--- src/rtl/lora_pkg.sv ---
// Shared constants and types for the LoRa event framer.
// Frame layout: HDR, TYPE, STAT, SUM, TAIL with SUM = TYPE ^ STAT.
package lora_pkg;

    localparam logic [7:0] FRAME_HDR  = 8'hAA;
    localparam logic [7:0] FRAME_TAIL = 8'h55;
    localparam logic [7:0] TYPE_EVT   = 8'h01;
    localparam logic [7:0] TYPE_HB    = 8'h02;

    // Bit positions of the debounced inputs inside the status word
    localparam int STAT_KEY_LSB  = 0;
    localparam int STAT_CO       = 4;
    localparam int STAT_ZHENDONG = 5;

    typedef enum logic [2:0] {
        ST_IDLE,
        ST_HDR,
        ST_TYP,
        ST_DAT,
        ST_SUM,
        ST_TAIL
    } state_t;

    function automatic logic [7:0] frame_sum(input logic [7:0] frm_type,
                                             input logic [7:0] frm_stat);
        return frm_type ^ frm_stat;
    endfunction

endpackage

--- src/rtl/lora_debounce.sv ---
// One-bit synchroniser plus debouncer. The output only follows the
// synchronised input after DEBOUNCE_CYC consecutive differing samples.
module lora_debounce #(
    parameter int DEBOUNCE_CYC = 20
) (
    input  logic clk,
    input  logic rst_n,
    input  logic raw,
    output logic level
);

    localparam int CW = $clog2(DEBOUNCE_CYC + 1);

    logic          sync0;
    logic          sync1;
    logic [CW-1:0] cnt;

    // Two-flop synchroniser for the asynchronous raw input
    always_ff @(posedge clk or negedge rst_n) begin
        if (!rst_n) begin
            sync0 <= 1'b0;
            sync1 <= 1'b0;
        end else begin
            sync0 <= raw;
            sync1 <= sync0;
        end
    end

    // Count consecutive samples that disagree with the output; any agreeing sample restarts the count
    always_ff @(posedge clk or negedge rst_n) begin
        if (!rst_n) begin
            cnt   <= '0;
            level <= 1'b0;
        end else if (sync1 == level) begin
            cnt <= '0;
        end else if (cnt == CW'(DEBOUNCE_CYC - 1)) begin
            cnt   <= '0;
            level <= sync1;
        end else begin
            cnt <= cnt + 1'b1;
        end
    end

endmodule

--- src/rtl/lora_evt_framer.sv ---
// Debounces keys/CO/vibration inputs and emits a 5-byte status frame on
// every debounced change over a valid/ready byte interface.
// Optional feature: define LORA_HEARTBEAT_EN to add periodic TYPE=02 frames.
module lora_evt_framer
    import lora_pkg::*;
#(
    parameter int CLK_HZ       = 50_000_000,
`ifdef LORA_HEARTBEAT_EN
    parameter int HEARTBEAT_MS = 1000,
`endif
    parameter int DEBOUNCE_MS  = 20
) (
    input  logic       clk,
    input  logic       rst_n,
    input  logic [3:0] in_key_en,
    input  logic       co,
    input  logic       zhendong,
    output logic [7:0] tx_data,
    output logic       tx_valid,
    input  logic       tx_ready,
    output logic       busy,
    output logic [5:0] status
);

    localparam int DEB_CYC = CLK_HZ / 1000 * DEBOUNCE_MS;

    logic [5:0] raw_vec;
    logic [5:0] status_q;
    logic       pending;
    logic       pending_d;
    state_t     state;
    state_t     state_d;
    logic [7:0] tx_data_d;
    logic       tx_valid_d;
    logic       busy_d;
    logic [7:0] frm_type;
    logic [7:0] frm_type_d;
    logic [7:0] frm_stat;
    logic [7:0] frm_stat_d;
    logic       start_evt;
    logic       accept;

    // Gather the raw inputs into status bit order
    always_comb begin
        raw_vec = '0;
        raw_vec[STAT_KEY_LSB +: 4] = in_key_en;
        raw_vec[STAT_CO]           = co;
        raw_vec[STAT_ZHENDONG]     = zhendong;
    end

    for (genvar i = 0; i < 6; i++) begin : g_deb
        lora_debounce #(.DEBOUNCE_CYC(DEB_CYC)) u_deb (
            .clk   (clk),
            .rst_n (rst_n),
            .raw   (raw_vec[i]),
            .level (status[i])
        );
    end

    assign accept = tx_valid && tx_ready;

`ifdef LORA_HEARTBEAT_EN
    localparam int HB_CYC = CLK_HZ / 1000 * HEARTBEAT_MS;
    localparam int HBW    = $clog2(HB_CYC + 1);

    logic [HBW-1:0] hb_cnt;
    logic           hb_tc;
    logic           hb_pending;
    logic           hb_pending_d;
    logic           start_hb;

    assign hb_tc = (hb_cnt == HBW'(HB_CYC - 1));

    // Heartbeat period counter: wraps at terminal count, restarted by event frames
    always_ff @(posedge clk or negedge rst_n) begin
        if (!rst_n) begin
            hb_cnt <= '0;
        end else if (start_evt || hb_tc) begin
            hb_cnt <= '0;
        end else begin
            hb_cnt <= hb_cnt + 1'b1;
        end
    end

    // Heartbeat request: cleared by any frame start, set at terminal count unless an event frame starts
    always_comb begin
        hb_pending_d = hb_pending;
        if (start_evt || start_hb) begin
            hb_pending_d = 1'b0;
        end
        if (hb_tc && !start_evt) begin
            hb_pending_d = 1'b1;
        end
    end

    // Heartbeat request register
    always_ff @(posedge clk or negedge rst_n) begin
        if (!rst_n) begin
            hb_pending <= 1'b0;
        end else begin
            hb_pending <= hb_pending_d;
        end
    end
`endif

    // Frame sequencer: next state, next byte and handshake outputs
    always_comb begin
        state_d    = state;
        tx_data_d  = tx_data;
        tx_valid_d = tx_valid;
        busy_d     = busy;
        frm_type_d = frm_type;
        frm_stat_d = frm_stat;
        start_evt  = 1'b0;
`ifdef LORA_HEARTBEAT_EN
        start_hb   = 1'b0;
`endif
        case (state)
            ST_IDLE: begin
                if (pending) begin
                    start_evt  = 1'b1;
                    frm_type_d = TYPE_EVT;
                    frm_stat_d = {2'b00, status};
                    tx_data_d  = FRAME_HDR;
                    tx_valid_d = 1'b1;
                    busy_d     = 1'b1;
                    state_d    = ST_HDR;
                end
`ifdef LORA_HEARTBEAT_EN
                else if (hb_pending) begin
                    start_hb   = 1'b1;
                    frm_type_d = TYPE_HB;
                    frm_stat_d = {2'b00, status};
                    tx_data_d  = FRAME_HDR;
                    tx_valid_d = 1'b1;
                    busy_d     = 1'b1;
                    state_d    = ST_HDR;
                end
`endif
            end
            ST_HDR: begin
                if (accept) begin
                    tx_data_d = frm_type;
                    state_d   = ST_TYP;
                end
            end
            ST_TYP: begin
                if (accept) begin
                    tx_data_d = frm_stat;
                    state_d   = ST_DAT;
                end
            end
            ST_DAT: begin
                if (accept) begin
                    tx_data_d = frame_sum(frm_type, frm_stat);
                    state_d   = ST_SUM;
                end
            end
            ST_SUM: begin
                if (accept) begin
                    tx_data_d = FRAME_TAIL;
                    state_d   = ST_TAIL;
                end
            end
            ST_TAIL: begin
                if (accept) begin
                    tx_data_d  = 8'h00;
                    tx_valid_d = 1'b0;
                    busy_d     = 1'b0;
                    state_d    = ST_IDLE;
                end
            end
            default: begin
                state_d = ST_IDLE;
            end
        endcase
    end

    // Pending event: a change seen in the same cycle a frame starts must survive the clear
    always_comb begin
        pending_d = pending;
        if (start_evt) begin
            pending_d = 1'b0;
        end
        if (status != status_q) begin
            pending_d = 1'b1;
        end
    end

    // State, frame snapshot and registered handshake outputs
    always_ff @(posedge clk or negedge rst_n) begin
        if (!rst_n) begin
            state    <= ST_IDLE;
            tx_data  <= 8'h00;
            tx_valid <= 1'b0;
            busy     <= 1'b0;
            frm_type <= 8'h00;
            frm_stat <= 8'h00;
            status_q <= '0;
            pending  <= 1'b0;
        end else begin
            state    <= state_d;
            tx_data  <= tx_data_d;
            tx_valid <= tx_valid_d;
            busy     <= busy_d;
            frm_type <= frm_type_d;
            frm_stat <= frm_stat_d;
            status_q <= status;
            pending  <= pending_d;
        end
    end

endmodule

--- config.mk ---
export PLATFORM = sky130hd
export DESIGN_NAME = lora_evt_framer
export DESIGN_NICKNAME = d
export VERILOG_FILES = /design/src/rtl/lora_pkg.sv /design/src/rtl/lora_debounce.sv /design/src/rtl/lora_evt_framer.sv
export SDC_FILE = /design/constraint.sdc
export NUM_CORES = 1
export LEC_CHECK = 0
export CORE_ASPECT_RATIO = 0.7
export CORE_UTILIZATION = 55
export DETAILED_ROUTE_END_ITERATION = 10
export GPL_ROUTABILITY_DRIVEN = 0
export HOLD_SLACK_MARGIN = 0.15
export PLACE_DENSITY = 0.77
export SETUP_SLACK_MARGIN = 0.4
export SYNTH_ARGS = -nofsm -noshare
export SYNTH_HDL_FRONTEND = slang
export SYNTH_SLANG_ARGS = --single-unit
--- constraint.sdc ---
create_clock -name clk -period 2.98 [get_ports clk]
set_input_delay 0.596 -clock clk [delete_from_list [all_inputs] [get_ports clk]]
set_output_delay 0.596 -clock clk [all_outputs]
set_load 0.05 [all_outputs]
== After elaboration in Yosys (flattened, before gate mapping) ==
Index checks and enable logic that the tools add are counted.
W data, S select, Z words.
Storage, ports and cells
  flip-flop bits (word level): 164
  input port bits: 9
  logic and storage cells: 116
Cells by class
  add/sub/neg operators: 6
  equal/unequal tests: 24
  muxes and demuxes: 33
  bitwise logic cells: 7
  reductions and logical operators: 15
Operator list (number)
  $mux W20: 12
  $add A20 B1 Y20 const B: 6
  $eq A20 B20 Y1 const B: 6
  $mux W8: 6
  $pmux W8 S6: 1
  $mux W3: 6
  $pmux W3 S6: 1
  $reduce_and A2 Y1: 7
  $ne A2 B2 Y1 const B: 6
  $reduce_and A7 Y1: 1
  $eq A1 B1 Y1: 6
  $eq A3 B2 Y1 const B: 2
  $eq A3 B3 Y1 const B: 2
  $mux W1: 6
  $ne A6 B6 Y1: 1
  $not A1 Y1: 6
  $reduce_and A6 Y1: 1
  $reduce_bool A6 Y1: 1
  $xor A1 B6 Y6: 1
  $reduce_bool A2 Y1: 2
  $eq A3 B1 Y1 const B: 1
  $logic_not A3 Y1: 1
  $reduce_and A3 Y1: 1
  $pmux W1 S2: 1
  $logic_and A1 B1 Y1: 1

== Logic depth before layout (Yosys ltp) ==
  depth after elaboration: 4
  mapped depth: 6
  gate-level depth less buffers: 5

== Cells and area by module ==
A second synthesis with hierarchy kept.
Second synthesis, totals
  cell total of the unflattened synthesis: 763
  area, all modules: 7876.3 um^2
By module, submodules not included
  lora_debounce: times used 6, cells each 108, area an instance 1114.8 um^2, seq. area each 575.6 um^2
  lora_evt_framer: times used 1, cells each 115, area an instance 1187.4 um^2, seq. area each 650.6 um^2

== Least setup slack after synthesis ==
OpenSTA, ideal clock, no wires.
  kind: reg-to-reg
  from: register g_deb[3].u_deb.cnt[0]
  to: register g_deb[3].u_deb.cnt[18]
  library setup time: 78 ps
  arrival: 1893 ps
  data required time: 2902 ps
  path slack: 1009 ps
  stages on the path, launching flop included: 7
  buffers on the path: 1
  cell sequence: dfrtp_1 ha_1 nand2_1 or4_1 buf_2 or4_1 a21oi_1
On the way
  longest elaborated chain between the ends: 3
  elaborated cells between the ends (all ways): 4
  those cells by class: add/sub: 1; eq/ne: 1; mux: 2
Ends and longest elaborated chain
  start, declared: line lora_debounce.sv:16  | logic [CW-1:0] cnt;
  start signal, assigned: line lora_debounce.sv:40  | cnt <= cnt + 1'b1;
  $add A20 B1 Y20 or $eq A20 B20 Y1 (tied branches): line lora_debounce.sv:40, lora_debounce.sv:36
  $mux W20 (*): line lora_debounce.sv:36  | end else if (cnt == CW'(DEBOUNCE_CYC - 1)) begin
  $mux W20 (*): line lora_debounce.sv:34  | end else if (sync1 == level) begin
Mark *: on every way between the ends. The rest lies on a longest branch, timed or not.
A chain may end at the register's enable or synchronous reset.

== Final worst setup path ==
  from: register busy
  to: output port busy
RTL lines
  start, declared: line lora_evt_framer.sv:21  | output logic busy,
  start signal, assigned: line lora_evt_framer.sv:205  | busy <= busy_d;
No word-level cell between the ends.

==> flow_metrics.tcl <==
set metrics [dict create \
    critical-path-max-stage-delay_ns 0.86 \
    global_route_wire_length_before_repair_um 25900 \
    post_cts_buffers 0 \
    power.ir.vdd_worst_uv 350 \
    routedWlPerCell_um 15.5 \
    period_needed_ns 2.37 \
    final_common_cell "sky130_fd_sc_hd__dfrtp_1" \
    max_slew.worst_pin.slew_ns 0.742 \
    timing.setup.critical_path_class "register to output pin" \
    final-hold-violation-count 0 \
    synth.yosys.seq_area_share 0.530 \
    synth_edf_count 0 \
    rsz0062_at_grt "false" \
    synthesis.instances 761 \
    run_status "finished, final reports clean" \
    worst-endpoint-arrival_ns 1.78 \
    maxCapViolCount 0 \
    initial_core_util 0.576 \
    nFillCells 1053 \
    yosysTopAreaCellShare 0.530 \
    post-route-period-util 0.796 \
    synth_async_sr_flop_share 1.00 \
    finalNetCount 795 \
    die-width_um 144 \
    clock-sinks 164 \
    via_per_instance_ratio 5.89 \
    detailedRoute.firstPassIterationCount 5 \
    startpoint_type "register" \
    cts-root-to-sink-buffers 2 \
    cts-buffers-inserted 17 \
    global_route.overflow_total 0 \
    worst_slack_ns 0.607 \
    finalMaxSlewViolations 0 \
    antenna_found_initial 0 \
    core_region_area_sq_mm 0.0134 \
    final_layout_size_suffix_gt1_frac 0.0984 \
    cts_root_cell "sky130_fd_sc_hd__clkbuf_16" \
    critical_path.top_delay_family "buffers and inverters" \
    seq_power_share 0.468 \
    post_synth_main_area_contributors "sky130_fd_sc_hd__dfrtp_1 53%, sky130_fd_sc_hd__xor2_1 6.2%, sky130_fd_sc_hd__nor2_1 4.1%" \
    first_drt_iteration_drcs 378 \
    pwr-share-clk 0.418 \
    cts_max_level 4 \
    core.rowCount 35 \
    final.setup_skew_ns 0.0110 \
    crit_buf_inv 1 \
    p_comb_frac 0.113 \
    syn_avg_cell_area_sq_um 10.2 \
    p_int_mw 3.82 \
    p_leak_nw 3.71 \
    synth.net_count 776 \
    multi_input_area_sq_mm 0.00340 \
    max_freq_ghz 0.421 \
    cp-end-kind "output pin" \
    sw_frac_of_total 0.261 \
    first_global_vias 5600 \
    drc 0 \
    top_level_ports 25 \
    layout.area.seq_sq_mm 0.00410 \
    cts_tree "built" \
    worst-path-max-fanout 8 \
    yosysWarnings 0 \
    critical-path-slowest-cell "sky130_fd_sc_hd__clkdlybuf4s50_1" \
    via_count 5757 \
    synth_flop_cell "sky130_fd_sc_hd__dfrtp_1" \
    cts_repair_resize_count 0 \
    layout_common_cells "164 x sky130_fd_sc_hd__dfrtp_1, 85 x sky130_fd_sc_hd__nor2_1, 55 x sky130_fd_sc_hd__xor2_1, 44 x sky130_fd_sc_hd__nand3_1, 42 x sky130_fd_sc_hd__a21oi_1" \
    cell_type_contributing_the_most_total_cell_area_after_synthesis "sky130_fd_sc_hd__dfrtp_1" \
    worst-endpoint-required_ns 2.38 \
    dpl_wire_length_um 10500 \
    antenna_violating_nets_post_route 0 \
    antenna_diode_count 0 \
    syn_area_sq_mm 0.00774 \
    layout-area-overhead-vs-synth_pct 13.1 \
    final_setup_violation_count 0 \
    floorplan.die.height_um 101 \
    postRouteWirelength_um 15200 \
    min_path_type "register to register" \
    grt_max_degree 69 \
    numPortBuffers 24 \
    post_cts_hold_buffer_count 1 \
    cts.clk_slew.worst_paths_ns 0.06 \
    grt.total_usage 0.227 \
    die_area_sq_mm 0.0146 \
    power-per-cell-area_mw_per_mm2 591 \
    preCtsSetupSlack_ns 0.747 \
    insertion_delay_ns 0.43 \
    critical_path.cell_chain "clkdlybuf4s50_1" \
    synth_cell_types 39 \
    yosys_register_bits 164 \
    power.net_switching_mw 1.35 \
    fin_tns_setup_ns 0 \
    max-slew-margin-rel 0.506 \
]
-- cells in the mapped netlist, types with 3 or more instances --
| cell type | n |
|---|---|
| sky130_fd_sc_hd__nand3_1 | 44 |
| sky130_fd_sc_hd__o21ai_0 | 29 |
| sky130_fd_sc_hd__o31ai_1 | 18 |
| sky130_fd_sc_hd__and3_1 | 18 |
| sky130_fd_sc_hd__nor4b_1 | 7 |
| sky130_fd_sc_hd__or3_2 | 3 |
| sky130_fd_sc_hd__buf_4 | 8 |
| sky130_fd_sc_hd__inv_1 | 24 |
| sky130_fd_sc_hd__nand4_1 | 37 |
| sky130_fd_sc_hd__or4b_2 | 3 |
| sky130_fd_sc_hd__nand2_1 | 39 |
| sky130_fd_sc_hd__and2_1 | 12 |
| sky130_fd_sc_hd__xnor2_1 | 28 |
| sky130_fd_sc_hd__buf_2 | 5 |
| sky130_fd_sc_hd__a21o_1 | 3 |
| sky130_fd_sc_hd__nor2b_1 | 4 |
| sky130_fd_sc_hd__nor3_1 | 13 |
| sky130_fd_sc_hd__or3_1 | 22 |
| sky130_fd_sc_hd__clkbuf_1 | 22 |
| sky130_fd_sc_hd__a21oi_1 | 42 |
| sky130_fd_sc_hd__or4_1 | 17 |
| sky130_fd_sc_hd__ha_1 | 6 |
| sky130_fd_sc_hd__and4_1 | 7 |
| sky130_fd_sc_hd__nor4_1 | 13 |
| sky130_fd_sc_hd__nor2_1 | 85 |
| sky130_fd_sc_hd__dfrtp_1 | 164 |
| sky130_fd_sc_hd__xor2_1 | 55 |
| sky130_fd_sc_hd__a31o_2 | 3 |
| sky130_fd_sc_hd__mux2_2 | 20 |
-- layer usage --
layer | wire length, um | GRT usage | part of all wire
met4 | 146 | 0.0810 | 0.0096
met1 | 7100 | 0.300 | 0.47
met3 | 579 | 0.0496 | 0.038
met5 | 0 | 0 | 0
met2 | 7380 | 0.373 | 0.49
-- through the flow --
step | instance area, sq um | hold slack (ns) | total power, mW | util | std cells
after floorplan | 7740 | 0.300 | 2.85 | - | 761
after global placement | 8160 | 0.335 | 3.03 | 0.607 | 945
after detailed placement | 8160 | 0.335 | 3.05 | 0.607 | 945
after CTS | 8750 | 0.349 | 5.21 | 0.651 | 978
after global routing | 8750 | 0.354 | 5.37 | 0.651 | 978
final | 8750 | 0.347 | 5.17 | 0.651 | 978
-- cell type report --
class | count | share of cell area
clock buffer | 21 | 0.0526
multi-input combinational | 538 | 0.389
sequential | 164 | 0.469
timing repair buffer | 35 | 0.0387
tap | 185 | 0.0264
clock inverter | 11 | 0.0146
inverter | 24 | 0.0103
-- worst paths after layout --
| path | start | to | slack (ns) | depth (start not counted) |
|---|---|---|---|---|
| max | busy | busy | 0.61 | 1 |
| min | g_deb[4].u_deb.sync0 | g_deb[4].u_deb.sync1 | 0.35 | 0 |
| max reg2reg | g_deb[2].u_deb.cnt[0] | g_deb[2].u_deb.cnt[8] | 0.78 | 6 |
| min reg2reg | g_deb[4].u_deb.sync0 | g_deb[4].u_deb.sync1 | 0.35 | 0 |
| max in group asynchronous | rst_n | g_deb[3].u_deb.cnt[3] | 1.50 | 3 |
| min in group asynchronous | rst_n | g_deb[4].u_deb.cnt[11] | 0.70 | 2 |
-- power by group through the flow --
stage	Combinational, mW	Sequential (mW)	Clock [mW]
6_report	0.587	2.42	2.16
5_1_grt	0.637	2.44	2.30
4_1_cts	0.593	2.42	2.20
3_5_place_dp	0.589	2.46	0
3_3_place_gp	0.569	2.46	0
2_1_floorplan	0.300	2.55	0
-- sequential cells by signal (all words and copies together), names as in the netlist --
| name | cells |
|---|---|
| tx_data | 8 |
| state | 3 |
| status_q | 6 |
| busy | 1 |
| frm_type | 1 |
| g_deb.u_deb.sync1 | 6 |
| frm_stat | 6 |
| g_deb.u_deb.level | 6 |
| g_deb.u_deb.sync0 | 6 |
| pending | 1 |
| g_deb.u_deb.cnt | 120 |
-- cells by family (layout without fill, tap and decap cells) --
family          count (synthesis)  in the layout  synth area share
simple gates                  329            329             0.227
flops                         164            164             0.530
compound gates                100            100            0.0771
xor+xnor                       83             83            0.0939
buf+inv                        59             91            0.0333
mux                            20             20            0.0291
fa+ha+maj                       6              6           0.00970
Note: power is estimated with default switching activity, not from simulation.
==> patch: new RTL, same flow settings <==
The 6 states of `state_t` get a one-hot encoding in 6 bits.
--- a/src/rtl/lora_pkg.sv
+++ b/src/rtl/lora_pkg.sv
@@ -12,13 +12,13 @@
     localparam int STAT_CO       = 4;
     localparam int STAT_ZHENDONG = 5;
 
-    typedef enum logic [2:0] {
-        ST_IDLE,
-        ST_HDR,
-        ST_TYP,
-        ST_DAT,
-        ST_SUM,
-        ST_TAIL
+    typedef enum logic [5:0] {
+        ST_IDLE = 6'b000001,
+        ST_HDR  = 6'b000010,
+        ST_TYP  = 6'b000100,
+        ST_DAT  = 6'b001000,
+        ST_SUM  = 6'b010000,
+        ST_TAIL = 6'b100000
     } state_t;
 
     function automatic logic [7:0] frame_sum(input logic [7:0] frm_type,
Behaviour: same outputs for any inputs over 10 cycles, from zero or initial values and one cycle with rst_n low; not proved beyond that.
==> patch against the unedited design <==
  * Final area fell by 1.2%
  * Worst setup slack got worse by 0.013 ns
  * Area after synthesis fell by 1.3%
  * Highest routed layer unchanged
  * Critical path depth did not move
  * Largest cell class unchanged
  * Sequential share of layout area rose by 1.5 points
  * Synthesized cell count fell by 3.3%
  * Routed wire length fell by 7.2%
  * Sequential cell count rose by 3
Power is not compared: it rests on default switching activity, and its combinational part moved more than twofold at a synthesized area within 25%.
==> patch: results (changes against the unedited design) <==
In the post-synthesis netlist, the biggest area contributors are sky130_fd_sc_hd__dfrtp_1 (54%), sky130_fd_sc_hd__xor2_1 (9.4%), sky130_fd_sc_hd__nor2_1 (6.7%). In this run the critical register-to-register path is launched from state[1]. The total of clock buffers placed in the layout came out at 20 (-4.8%). The met1 usage in global routing came to 29.0% (-1.0 points). The total area of multi-input combinational cells came out at 3270 um^2 (-3.9%). The critical path starts at g_deb[3].u_deb.level. The number of distinct standard cells referenced by the synthesized netlist came out at 44 (+13%). The wire length per cell is 14.7 um (-5.2%). The routed wire length was 14,100 um (-7.2%). Data on the critical path arrives at its endpoint at 1.79 ns. The proportion of layout cells with a drive suffix above 1 is 9.06% (-0.78 points). The worst hold path belongs to the class in2async. The sequential cell count is 167 (+1.8%). The wire length of the first global-routing pass is 24,500 um (-5.4%). The synthesis warning total came to 0 (unchanged). The detailed-routed wire length on met2 was 6790 um (-8.0%). The total via count in the routed design came to 5,212 (-9.5%). Following the worst setup path forward leads to its endpoint at status[3].

The met2 usage came out at 35.8% (-1.6 points). The placed wire-length estimate after detailed placement is 9520 um (-9.2%). The layout buffering overhead excluding clock cells came out at 3.43% (-0.44 points).

The clock-cell share of area came out at 6.92% (+0.20 points). The total routing usage reported by global routing came out at 21.9% (-0.87 points). The number of filler instances in the final layout is 1,033 (-1.9%).

The number of combinational gates with multiple inputs came out at 527 (-2.0%). The synthesized net count is 751 (-3.2%). The non-clock inverter count in the final layout is 19 (-21%). The CTS clock-pin slew for the worst setup and hold paths is 0.06 ns (about the same).

The layout net count came out at 775 (-2.5%). The time the final worst path needs with I/O delays and setup was 2.39 ns (+0.0134 ns). The sequential share of cell area came out at 48.3% (+1.5 points). The sequential area share after synthesis is 54.7% (+1.7 points).

The detailed route wirelength on metal3 is 546 um (-5.7%). The count of plain and timing-repair buffers was 28 (-20%). The path depth of the worst reg2reg path came out at 4 (-2). The met3 capacity usage during global routing was 5.18% (+0.21 points). The DRC violation total after the first TritonRoute iteration is 244 (-35%). The worst setup timing slack at the placement stage is 0.792 ns (+0.0456 ns). The largest registers in the layout are g_deb.u_deb.cnt: 120 flops, tx_data: 8 flops. The flow ran to the end, and the final reports show no timing, DRC or antenna violations. The critical-path maximum fanout is 6 (-2). The count of TritonRoute iterations in the first routing pass is 4 (-1).

The worst setup skew after layout came out at 0.00885 ns (-0.00216 ns). The routed metal-1 wirelength is 6570 um (-7.4%). The pin count of the biggest net entering global routing came to 81 (+17%). The endpoint identified for the worst register-to-register timing path is state[4].
-- patch: changes by cell type after synthesis, sizes merged, moves of 6 or more --
cell,delta
and2,-8
xnor2,+11
o31ai,-18
or2,+11
nand4,-10
nor2,+52
or4,-15
xor2,+27
nand2b,+6
o21ai,-23
clkbuf,-9
or3,-24
a21oi,-35
nand2,+19
-- patch: power by group --
part	switching, mW	total [mW]	internal (mW)
combinational	0.0889	0.130	0.0411
clock	0.915	2.21	1.29
sequential	0.0224	2.32	2.29
total	1.03	4.66	3.63
-- patch: cells by family (layout without fill, tap and decap cells) --
group	after synthesis	in the layout	synth area share, %
adders and majority gates	7	7	1.13
and+or+nand+nor	357	357	22.8
muxes	15	15	2.26
AOI/OAI and AO/OA	27	27	2.73
buffers and inverters	42	79	2.54
DFF	167	167	54.7
xor gates and xnor gates	121	121	13.9
-- patch: metrics by stage --
step	area, um^2	power [mW]
after detailed placement	8050	2.49
after global placement	8050	2.49
final	8650	4.66
after floorplan	7640	2.42
after global routing	8650	4.81
after CTS	8650	4.70
